### src/rtl/branch_pc_pkg.sv
// ---------------------------------------------------------------------------
// branch_pc_pkg
// Shared definitions for the branch/PC stage and the instruction decoder:
//   - BranchCond encodings (COND_*)
//   - lifecycle state enum (IDLE -> RUN -> HALTED)
//   - cond_true(): evaluates a branch condition against registered flags
// ---------------------------------------------------------------------------
package branch_pc_pkg;

    localparam logic [1:0] COND_ALWAYS = 2'b00;
    localparam logic [1:0] COND_Z      = 2'b01;
    localparam logic [1:0] COND_LT     = 2'b10;
    localparam logic [1:0] COND_NZ     = 2'b11;

    typedef enum logic [1:0] {
        IDLE   = 2'b00,
        RUN    = 2'b01,
        HALTED = 2'b10
    } state_t;

    // Branch condition mux; callers must pass the registered flags.
    function automatic logic cond_true(input logic [1:0] cond,
                                       input logic       flag_z,
                                       input logic       flag_lt);
        logic res;
        case (cond)
            COND_ALWAYS: res = 1'b1;
            COND_Z:      res = flag_z;
            COND_LT:     res = flag_lt;
            COND_NZ:     res = ~flag_z;
            default:     res = 1'b0;
        endcase
        return res;
    endfunction

endpackage

### src/rtl/branch_pc_unit.sv
// ---------------------------------------------------------------------------
// branch_pc_unit
// Program-counter and flag stage downstream of the ALU. Latches ALU Zero/LT
// into a flag register, resolves conditional branches against those
// registered flags, sequences IDLE -> RUN -> HALTED with a Start/Done
// handshake and counts RUN cycles since the last Start.
//
// Ports:
//   Clk, Reset_n           clock (rising edge), async active-low reset
//   Start, StartAddr       begin program at StartAddr (IDLE/HALTED only)
//   Zero, LT, FlagWe       ALU status and flag-register write enable
//   Branch, BranchCond,
//   BranchTarget           conditional absolute branch
//   Halt                   current instruction is halt
//   ProgCtr                current instruction address
//   FlagZ, FlagLT          registered flags
//   Running, Done          state == RUN / state == HALTED
//   CycleCount             saturating RUN-cycle counter
// All outputs come straight from registers.
// ---------------------------------------------------------------------------
module branch_pc_unit
    import branch_pc_pkg::*;
#(
    parameter int PW = 10,
    parameter int CW = 16
) (
    input  logic          Clk,
    input  logic          Reset_n,
    input  logic          Start,
    input  logic [PW-1:0] StartAddr,
    input  logic          Zero,
    input  logic          LT,
    input  logic          FlagWe,
    input  logic          Branch,
    input  logic [1:0]    BranchCond,
    input  logic [PW-1:0] BranchTarget,
    input  logic          Halt,
    output logic [PW-1:0] ProgCtr,
    output logic          FlagZ,
    output logic          FlagLT,
    output logic          Running,
    output logic          Done,
    output logic [CW-1:0] CycleCount
);

    localparam logic [PW-1:0] PC_ONE  = {{(PW-1){1'b0}}, 1'b1};
    localparam logic [CW-1:0] CNT_ONE = {{(CW-1){1'b0}}, 1'b1};
    localparam logic [CW-1:0] CNT_MAX = {CW{1'b1}};

    state_t        state_r,   state_s;
    logic [PW-1:0] pc_r,      pc_s;
    logic          flag_z_r,  flag_z_s;
    logic          flag_lt_r, flag_lt_s;
    logic [CW-1:0] cnt_r,     cnt_s;
    logic          running_r, done_r;
    logic          take_s;

    // Branch decision from registered flags only (same-cycle FlagWe not seen).
    always_comb begin
        take_s = Branch & cond_true(BranchCond, flag_z_r, flag_lt_r);
    end

    // Next-state, next-PC, flag and counter logic.
    always_comb begin
        state_s   = state_r;
        pc_s      = pc_r;
        flag_z_s  = flag_z_r;
        flag_lt_s = flag_lt_r;
        cnt_s     = cnt_r;
        case (state_r)
            IDLE, HALTED: begin
                if (Start) begin
                    state_s   = RUN;
                    pc_s      = StartAddr;
                    flag_z_s  = 1'b0;
                    flag_lt_s = 1'b0;
                    cnt_s     = {CW{1'b0}};
                end else begin
                    state_s   = state_r;
                end
            end
            RUN: begin
                if (FlagWe) begin
                    flag_z_s  = Zero;
                    flag_lt_s = LT;
                end else begin
                    flag_z_s  = flag_z_r;
                end
                if (cnt_r != CNT_MAX) begin
                    cnt_s = cnt_r + CNT_ONE;
                end else begin
                    cnt_s = cnt_r;
                end
                // Halt outranks any branch; PC stays on the halt instruction.
                if (Halt) begin
                    state_s = HALTED;
                end else if (take_s) begin
                    pc_s = BranchTarget;
                end else begin
                    pc_s = pc_r + PC_ONE;
                end
            end
            default: begin
                state_s = IDLE;
            end
        endcase
    end

    // State and datapath registers; Running/Done registered from next state.
    always_ff @(posedge Clk or negedge Reset_n) begin
        if (!Reset_n) begin
            state_r   <= IDLE;
            pc_r      <= {PW{1'b0}};
            flag_z_r  <= 1'b0;
            flag_lt_r <= 1'b0;
            cnt_r     <= {CW{1'b0}};
            running_r <= 1'b0;
            done_r    <= 1'b0;
        end else begin
            state_r   <= state_s;
            pc_r      <= pc_s;
            flag_z_r  <= flag_z_s;
            flag_lt_r <= flag_lt_s;
            cnt_r     <= cnt_s;
            running_r <= (state_s == RUN);
            done_r    <= (state_s == HALTED);
        end
    end

    assign ProgCtr    = pc_r;
    assign FlagZ      = flag_z_r;
    assign FlagLT     = flag_lt_r;
    assign Running    = running_r;
    assign Done       = done_r;
    assign CycleCount = cnt_r;

endmodule

### config.mk
export PLATFORM = sky130hd
export DESIGN_NAME = branch_pc_unit
export DESIGN_NICKNAME = d
export VERILOG_FILES = /design/src/rtl/branch_pc_pkg.sv /design/src/rtl/branch_pc_unit.sv
export SDC_FILE = /design/constraint.sdc
export NUM_CORES = 1
export LEC_CHECK = 0
export CAP_MARGIN = 10
export CORE_ASPECT_RATIO = 0.75
export CORE_UTILIZATION = 46
export CTS_CLUSTER_DIAMETER = 50
export CTS_CLUSTER_SIZE = 24
export DETAILED_ROUTE_END_ITERATION = 10
export PLACE_DENSITY_LB_ADDON = 0.2
export SLEW_MARGIN = 15
export SYNTH_ARGS = -nofsm -noshare
export SYNTH_HDL_FRONTEND = slang
export SYNTH_SLANG_ARGS = --single-unit
### constraint.sdc
create_clock -name Clk -period 1.8 [get_ports Clk]
set_input_delay 0.18 -clock Clk [delete_from_list [all_inputs] [get_ports Clk]]
set_output_delay 0.18 -clock Clk [all_outputs]
set_load 0.01 [all_outputs]
==> metrics, run 1 <==
status=completed; first drt pass iteration count=4; share of layout cells above drive strength 1=14.84%; number of maximum-capacitance violations=0; number of global-route vias before repair=between 1500 and 2000; setup repair after global routing missed its margin=true; upper clock frequency limit=between 500 and 600 MHz; synthesized area per cell=9.321 um2; number of clock sinks seen by CTS=32; clock transition at the register clock pins on the worst setup and hold paths after CTS=~0.07 ns; final weighted congestion of routability-driven global placement=0.8382; setup clock skew after layout=around 0.0073 ns; final-stage net count=around 310; top-level port count=60; overall power after layout=approximately 3.1 mW; antenna violations before repair=0; worst setup path class=reg -> reg; port bufs=between 50 and 60; TritonCTS clock tree=yes; wire length per cell after detailed routing=around 16 um; YS warnings=0; static leakage=1.233 nW; count of antenna-violating nets left after detailed routing=0; horizontal extent of the die=between 70 and 80 um; kind of start point of the critical path=flop; Critical Path End Type=flop; total negative setup slack=0 ns; die height=57.14 um; Core Footprint=about 3800 um2; final count of hold timing violations=0; Via-to-Cell Ratio=about 5.5; share of the yosys chip area belonging to registers=between 40% and 50%; clk root buf=sky130_fd_sc_hd__clkbuf_8; class of the tightest hold or removal check=in -> async; synthesis-to-finish area growth=49.26%; shortest period the worst path allows=~1.7 ns; total CTS buffers=5; actual transition at the worst max-transition pin=about 0.45 ns; final setup vio count=0; Fin Hold WS=about 0.28 ns; starting DRC count in detailed routing=about 130; Post-Syn Instances=200; residual overflow from global routing=0; number of buffers on the longest clock path=2; highest fanout seen on the critical path=6; count of final max-slew check failures=0; Post-Layout Cell Count=about 340; peak supply drop=747.5 uV; Filler cells=around 290; worst max-slew margin expressed relative to the limit=a little over two thirds; number of vias after detailed routing=1840; share of the clock period used by the worst path=96.41%; antenna cells=0; global-route wire length before repair=8.349 mm; cells taking the most area after synthesis=sky130_fd_sc_hd__dfrtp_1 43%, sky130_fd_sc_hd__xor2_1 5.2%, sky130_fd_sc_hd__mux2i_1 4.8%, sky130_fd_sc_hd__and3_1 4.4%, sky130_fd_sc_hd__a21oi_1 3.8%; register bit total from synthesis=32; combined area of all synthesized cells=1864 um2; Total Wirelength=roughly 5.2 mm; post-synthesis cell type with the largest combined area=sky130_fd_sc_hd__dfrtp_1; utilization after layout=approximately three quarters; number of hold-repair buffers added at the cts stage=0; arrival time reported for the critical path endpoint=about 1.9 ns; endpoint required time on the critical path=between 1.5 and 2 ns; Final HPWL DP=around 3.7 mm; Residual DRC=0; row cnt=19; Post-Syn Nets=232; number of placed instances, taps included=between 300 and 400; CTS H-Tree Depth=2; effective utilization at floorplan=49.63%; maximum number of pins on one net before global-route repair=33; die footprint=4314 um2; power density cells=between 1000 and 1500 nW/um2; distinct cell type count of the synthesized netlist=34; insertion delay of the later-clocked pin in the worst-skew pair=~0.29 ns; area share of the largest cell type after synthesis=about 43%; GR Util All Layers=26.04%
==> final timing paths <==
path | start | endpoint | slack [ns] | depth (start not counted)
worst max register to register | CycleCount[0] | CycleCount[2] | 0.06 | 7
min in group Clk | Zero | FlagZ | 0.46 | 3
max in group asynchronous | Reset_n | CycleCount[5] | 1.21 | 2
worst min register to register | CycleCount[9] | CycleCount[9] | 0.53 | 1
worst max-delay path | CycleCount[0] | CycleCount[2] | 0.06 | 7
worst min-delay path | Reset_n | ProgCtr[7] | 0.28 | 2
==> layer usage <==
metal / up-vias / track usage [%] / share of wire, %
li1: 890 / - / -
met1: 890 / 37.26 / 47
met2: 60 / 39.29 / 47
met3: 0 / 8.127 / 6.1
met4: 0 / 5.026 / 0
met5: - / 0 / 0
==> flip-flops by register name (all words and copies together), names as in the netlist <==
name        flops
Running         1
ProgCtr        10
Done            1
CycleCount     16
FlagLT          1
FlagZ           1
state_r         2
==> cells in the mapped netlist (all sizes together) <==
library cell  count
nand4            10
ha                2
a31oi             3
clkbuf            2
inv               3
xnor2             6
and3             13
a21oi            14
nor4              3
o41ai             1
nor2b             3
a41o              1
a22o              3
nand2            13
o21ai            13
nor2             16
or3               6
nor3b             1
nand3            14
and4              1
o22ai             2
xor2             11
mux2i             9
nor3              7
dfrtp            32
buf               6
nand2b            5
==> logic make-up after synthesis <==
family	synth area share, %
and+or+nand+nor	28.19
AOI/OAI and AO/OA	11.34
DFF	42.95
xor gates and xnor gates	7.986
buffers and inverters	3.356
muxes	4.832
adders and majority gates	1.342
==> placed cells by master, fill, tap and decap left out, types with 3 or more instances in the layout <==
cell / instances
sky130_fd_sc_hd__a21oi_1: 14
sky130_fd_sc_hd__a22o_1: 3
sky130_fd_sc_hd__a31oi_1: 3
sky130_fd_sc_hd__and3_1: 13
sky130_fd_sc_hd__buf_4: 24
sky130_fd_sc_hd__clkbuf_8: 7
sky130_fd_sc_hd__clkdlybuf4s50_1: 59
sky130_fd_sc_hd__dfrtp_1: 32
sky130_fd_sc_hd__inv_1: 3
sky130_fd_sc_hd__mux2i_1: 9
sky130_fd_sc_hd__nand2_1: 13
sky130_fd_sc_hd__nand2b_1: 5
sky130_fd_sc_hd__nand3_1: 14
sky130_fd_sc_hd__nand4_1: 8
sky130_fd_sc_hd__nor2_1: 14
sky130_fd_sc_hd__nor2b_1: 3
sky130_fd_sc_hd__nor3_1: 6
sky130_fd_sc_hd__o21ai_0: 13
sky130_fd_sc_hd__or3_1: 5
sky130_fd_sc_hd__xnor2_1: 6
sky130_fd_sc_hd__xor2_1: 11
==> power breakdown <==
group          leakage, nW  switching (mW)  total, mW  internal, mW
logic                0.753           0.564       1.23         0.662
registers            0.415           0.201       1.08         0.876
clock network       0.0645           0.276      0.765         0.488
total                 1.23            1.04       3.07          2.03
==> layout make-up <==
type / count / area, um2 / share of cell area [%]
clock inverters: 1 / 30.03 / 1.079
repair buffers: 83 / 770.7 / 27.70
inverters: 3 / 11.26 / 0.4047
clock buffers: 7 / 96.34 / 3.462
well taps: 52 / 65.06 / 2.338
multi-input cells: 157 / 1008 / 36.24
flip-flops and latches: 32 / 800.8 / 28.78
==> critical path, stage by stage, from the launching register on <==
cell                      delay, ns
sky130_fd_sc_hd__dfrtp_1       0.36
sky130_fd_sc_hd__ha_2          0.19
sky130_fd_sc_hd__nand4_1       0.14
sky130_fd_sc_hd__nor4_4        0.42
sky130_fd_sc_hd__buf_4         0.22
sky130_fd_sc_hd__nor3_2        0.05
sky130_fd_sc_hd__xnor2_1       0.18
sky130_fd_sc_hd__nor2_1        0.06
==> what timing repair did <==
item,in CTS,in global routing
setup buffers,0,5
endpoints found under the setup margin,0,3
resized for setup,0,2
==> metrics by stage <==
step	setup slack, ns	instance area, um2
final	0.06468	2783
after global routing	-0.04914	2783
after CTS	0.07161	2738
after detailed placement	0.1179	2611
after global placement	0.1377	2611
after floorplan	0.2200	1864
No activity file was read; power rests on OpenSTA's default activity.
==> run 2, diff against run 1 <==
- CAP_MARGIN: 10 -> 15
- CORE_UTILIZATION: 46 -> 42
- PLACE_DENSITY: not set -> 0.77
- PLACE_DENSITY_LB_ADDON: 0.2 -> not set
- clock period: 1.8 -> 1.4 ns (I/O delays scaled with it)
==> run 2 against run 1 <==
The run now ends with setup timing left. Via count increased by 19%. Largest power group unchanged. Utilization increased by 7.6 points. Sequential power increased by 27%. Sequential share of layout area decreased by 4.9 points. Clock skew decreased by 0.0010 ns. Worst setup slack got worse by 0.30 ns. Critical path type unchanged. Flip-flop and latch count unchanged. Hold slack got worse by 0.064 ns. First-iteration DRC count decreased by 14%. Power increased by 49%.
==> metrics, run 2 (synthesized netlist as in run 1, its figures left out) <==
row cnt=20 (+1); Filler cells=258 (-11%); kind of cell adding the most delay to the critical path=simple AND/OR/NAND/NOR gates; setup repair after global routing missed its margin=true; flip-flop count of the largest register after layout=16 (unchanged); synthesis-to-finish area growth=82.01%; final count of hold timing violations=0 (unchanged); path depth of the worst reg2reg path=7 (unchanged); horizontal extent of the die=78.93 um (+4.5%); starting DRC count in detailed routing=113 (-14%); clock transition at the register clock pins on the worst setup and hold paths after CTS=0.07 ns (about the same); final non-filler cell area=3393 um2 (+22%); upper clock frequency limit=611.3 MHz (+6.1%); count of antenna-violating nets left after detailed routing=0 (unchanged); worst max-slew margin expressed relative to the limit=76.27% (+6.2 points); highest fanout seen on the critical path=3 (-3); global-route wire length before repair=9.542 mm (+14%); final weighted congestion of routability-driven global placement=0.8357 (-0.30%); first drt pass iteration count=5 (+1); final setup vio count=20 (+20); setup clock skew after layout=0.006292 ns (-0.001005 ns); worst setup path class=reg -> reg; Core Footprint=4154 um2 (+11%); actual transition at the worst max-transition pin=0.3521 ns (-0.09310 ns); overall power after layout=4.575 mW (+49%); residual overflow from global routing=0 (unchanged); effective utilization at floorplan=44.88% (-4.8 points); status=complete, but fails checks; area after detailed placement=2902 um2 (+11%); most common cell after layout, fill and taps aside=sky130_fd_sc_hd__buf_4; arrival time reported for the critical path endpoint=1.85 ns (-0.06 ns); Critical Path End Type=flop; endpoint required time on the critical path=1.61 ns (-0.37 ns); number of vias after detailed routing=2191 (+19%); total CTS buffers=5 (unchanged); number of clock sinks seen by CTS=32 (unchanged); dpl ws=-0.2136 ns (-0.3315 ns); class of the tightest hold or removal check=in -> async; CP Buf/Inv Count=2 (+1); antenna violations before repair=0 (unchanged); Cell Chain, Critical Path=ha_4, nand4_1, nor4_4, buf_4, buf_6, or3_1, a21oi_1; maximum cell stage delay along the critical path=0.43 ns (about the same); power density cells=1348 nW/um2 (+22%); insertion delay of the later-clocked pin in the worst-skew pair=0.29 ns (about the same); CTS H-Tree Depth=2 (unchanged); crit path max-delay cell type=sky130_fd_sc_hd__dfrtp_2; port bufs=59 (unchanged); slack of the worst reg-to-reg path=-0.24 ns (-0.30 ns); die height=59.70 um (+4.5%); die footprint=4712 um2 (+9.2%); final-stage net count=362 (+15%); violations in the final reports=setup timing; kind of start point of the critical path=flop; total stage count of the critical path=7 (unchanged); count of final max-slew check failures=0 (unchanged); Via-to-Cell Ratio=5.676 (+3.3%); static leakage=1.640 nW (+33%); maximum number of pins on one net before global-route repair=33 (unchanged); clk root buf=sky130_fd_sc_hd__clkbuf_8; top library cells by usage in the layout, fill and taps aside=54 x sky130_fd_sc_hd__buf_4, 36 x sky130_fd_sc_hd__clkdlybuf4s50_1, 24 x sky130_fd_sc_hd__dfrtp_1; peak supply drop=1000 uV (+34%); number of maximum-capacitance violations=0 (unchanged); Final HPWL DP=3.993 mm (+6.8%); number of buffers on the longest clock path=2 (unchanged); wire length per cell after detailed routing=18.23 um (+17%); TritonCTS clock tree=yes; top-level port count=60 (unchanged); GR Util All Layers=27.06% (+1.0 points); Residual DRC=0 (unchanged); antenna cells=0 (unchanged); Total Wirelength=7.035 mm (+34%); share of the clock period used by the worst path=116.8% (+20 points); number of global-route vias before repair=2066 (+18%); shortest period the worst path allows=1.636 ns (-0.09943 ns); Final Worst Setup Slack=-0.2359 ns (-0.3006 ns); share of layout cells above drive strength 1=38.37% (+24 points)
run 2: cell count changes in the layout (fill, tap and decap cells not counted), moves of 8 or more:
cell	before	now
sky130_fd_sc_hd__buf_4	24	54
sky130_fd_sc_hd__clkdlybuf4s50_1	59	36
sky130_fd_sc_hd__dlygate4sd2_1	0	23
sky130_fd_sc_hd__buf_6	0	16
sky130_fd_sc_hd__dfrtp_1	32	24
sky130_fd_sc_hd__dfrtp_2	0	8
run 2: what timing repair did:
| item | CTS | global route |
|---|---|---|
| cloned | 0 | 1 |
| pin swaps | 10 | 22 |
| hold buffers | 0 | 0 |
| endpoints found under the hold margin | 0 | 0 |
| buffers inserted | 8 | 11 |
| resized for setup | 49 | 50 |
| setup endpoints to repair | 49 | 27 |
run 2: cell type report:
class / instances / area (um2) / area share, %
clock buffers: 8 / 90.09 / 2.655
flip-flops and latches: 32 / 810.8 / 23.89
inverters: 3 / 11.26 / 0.3319
multi-input cells: 157 / 1230 / 36.25
repair buffers: 131 / 1182 / 34.85
well taps: 55 / 68.82 / 2.028
run 2: path summary, 6_finish.rpt:
| kind | to | start |
|---|---|---|
| max reg2reg | CycleCount[3] | CycleCount[0] |
| min | FlagZ | Reset_n |
| max in group asynchronous | CycleCount[1] | Reset_n |
| min reg2reg | FlagLT | FlagLT |
| min in group Clk | FlagZ | Zero |
| max | CycleCount[3] | CycleCount[0] |
run 2: routing by layer:
layer  global-route usage [%]  wire length [um]  up-vias
met4                    11.95               249        0
met3                    5.496               505       32
met2                    42.98              3333      111
met1                    36.39              2946     1059
met5                        0                 0        -
li1                         -                 -      989
run 2: power breakdown:
| part | total, mW | internal (mW) | switching, mW |
|---|---|---|---|
| combinational | 2.45 | 1.32 | 1.13 |
| sequential | 1.37 | 1.14 | 0.231 |
| clock | 0.757 | 0.401 | 0.356 |
| total | 4.58 | 2.86 | 1.72 |
run 2: metrics by stage:
step,cells,hold WS [ns],util (%),TNS [ns]
floorplan,200,-0.1556,-,-0.2591
CTS,374,0.2289,74.91,-0.8513
finish,386,0.2158,81.69,-1.509
global route,386,0.2383,81.69,-3.202
global placement,359,0.5264,69.85,-1.681
detailed placement,359,0.5276,69.85,-2.335
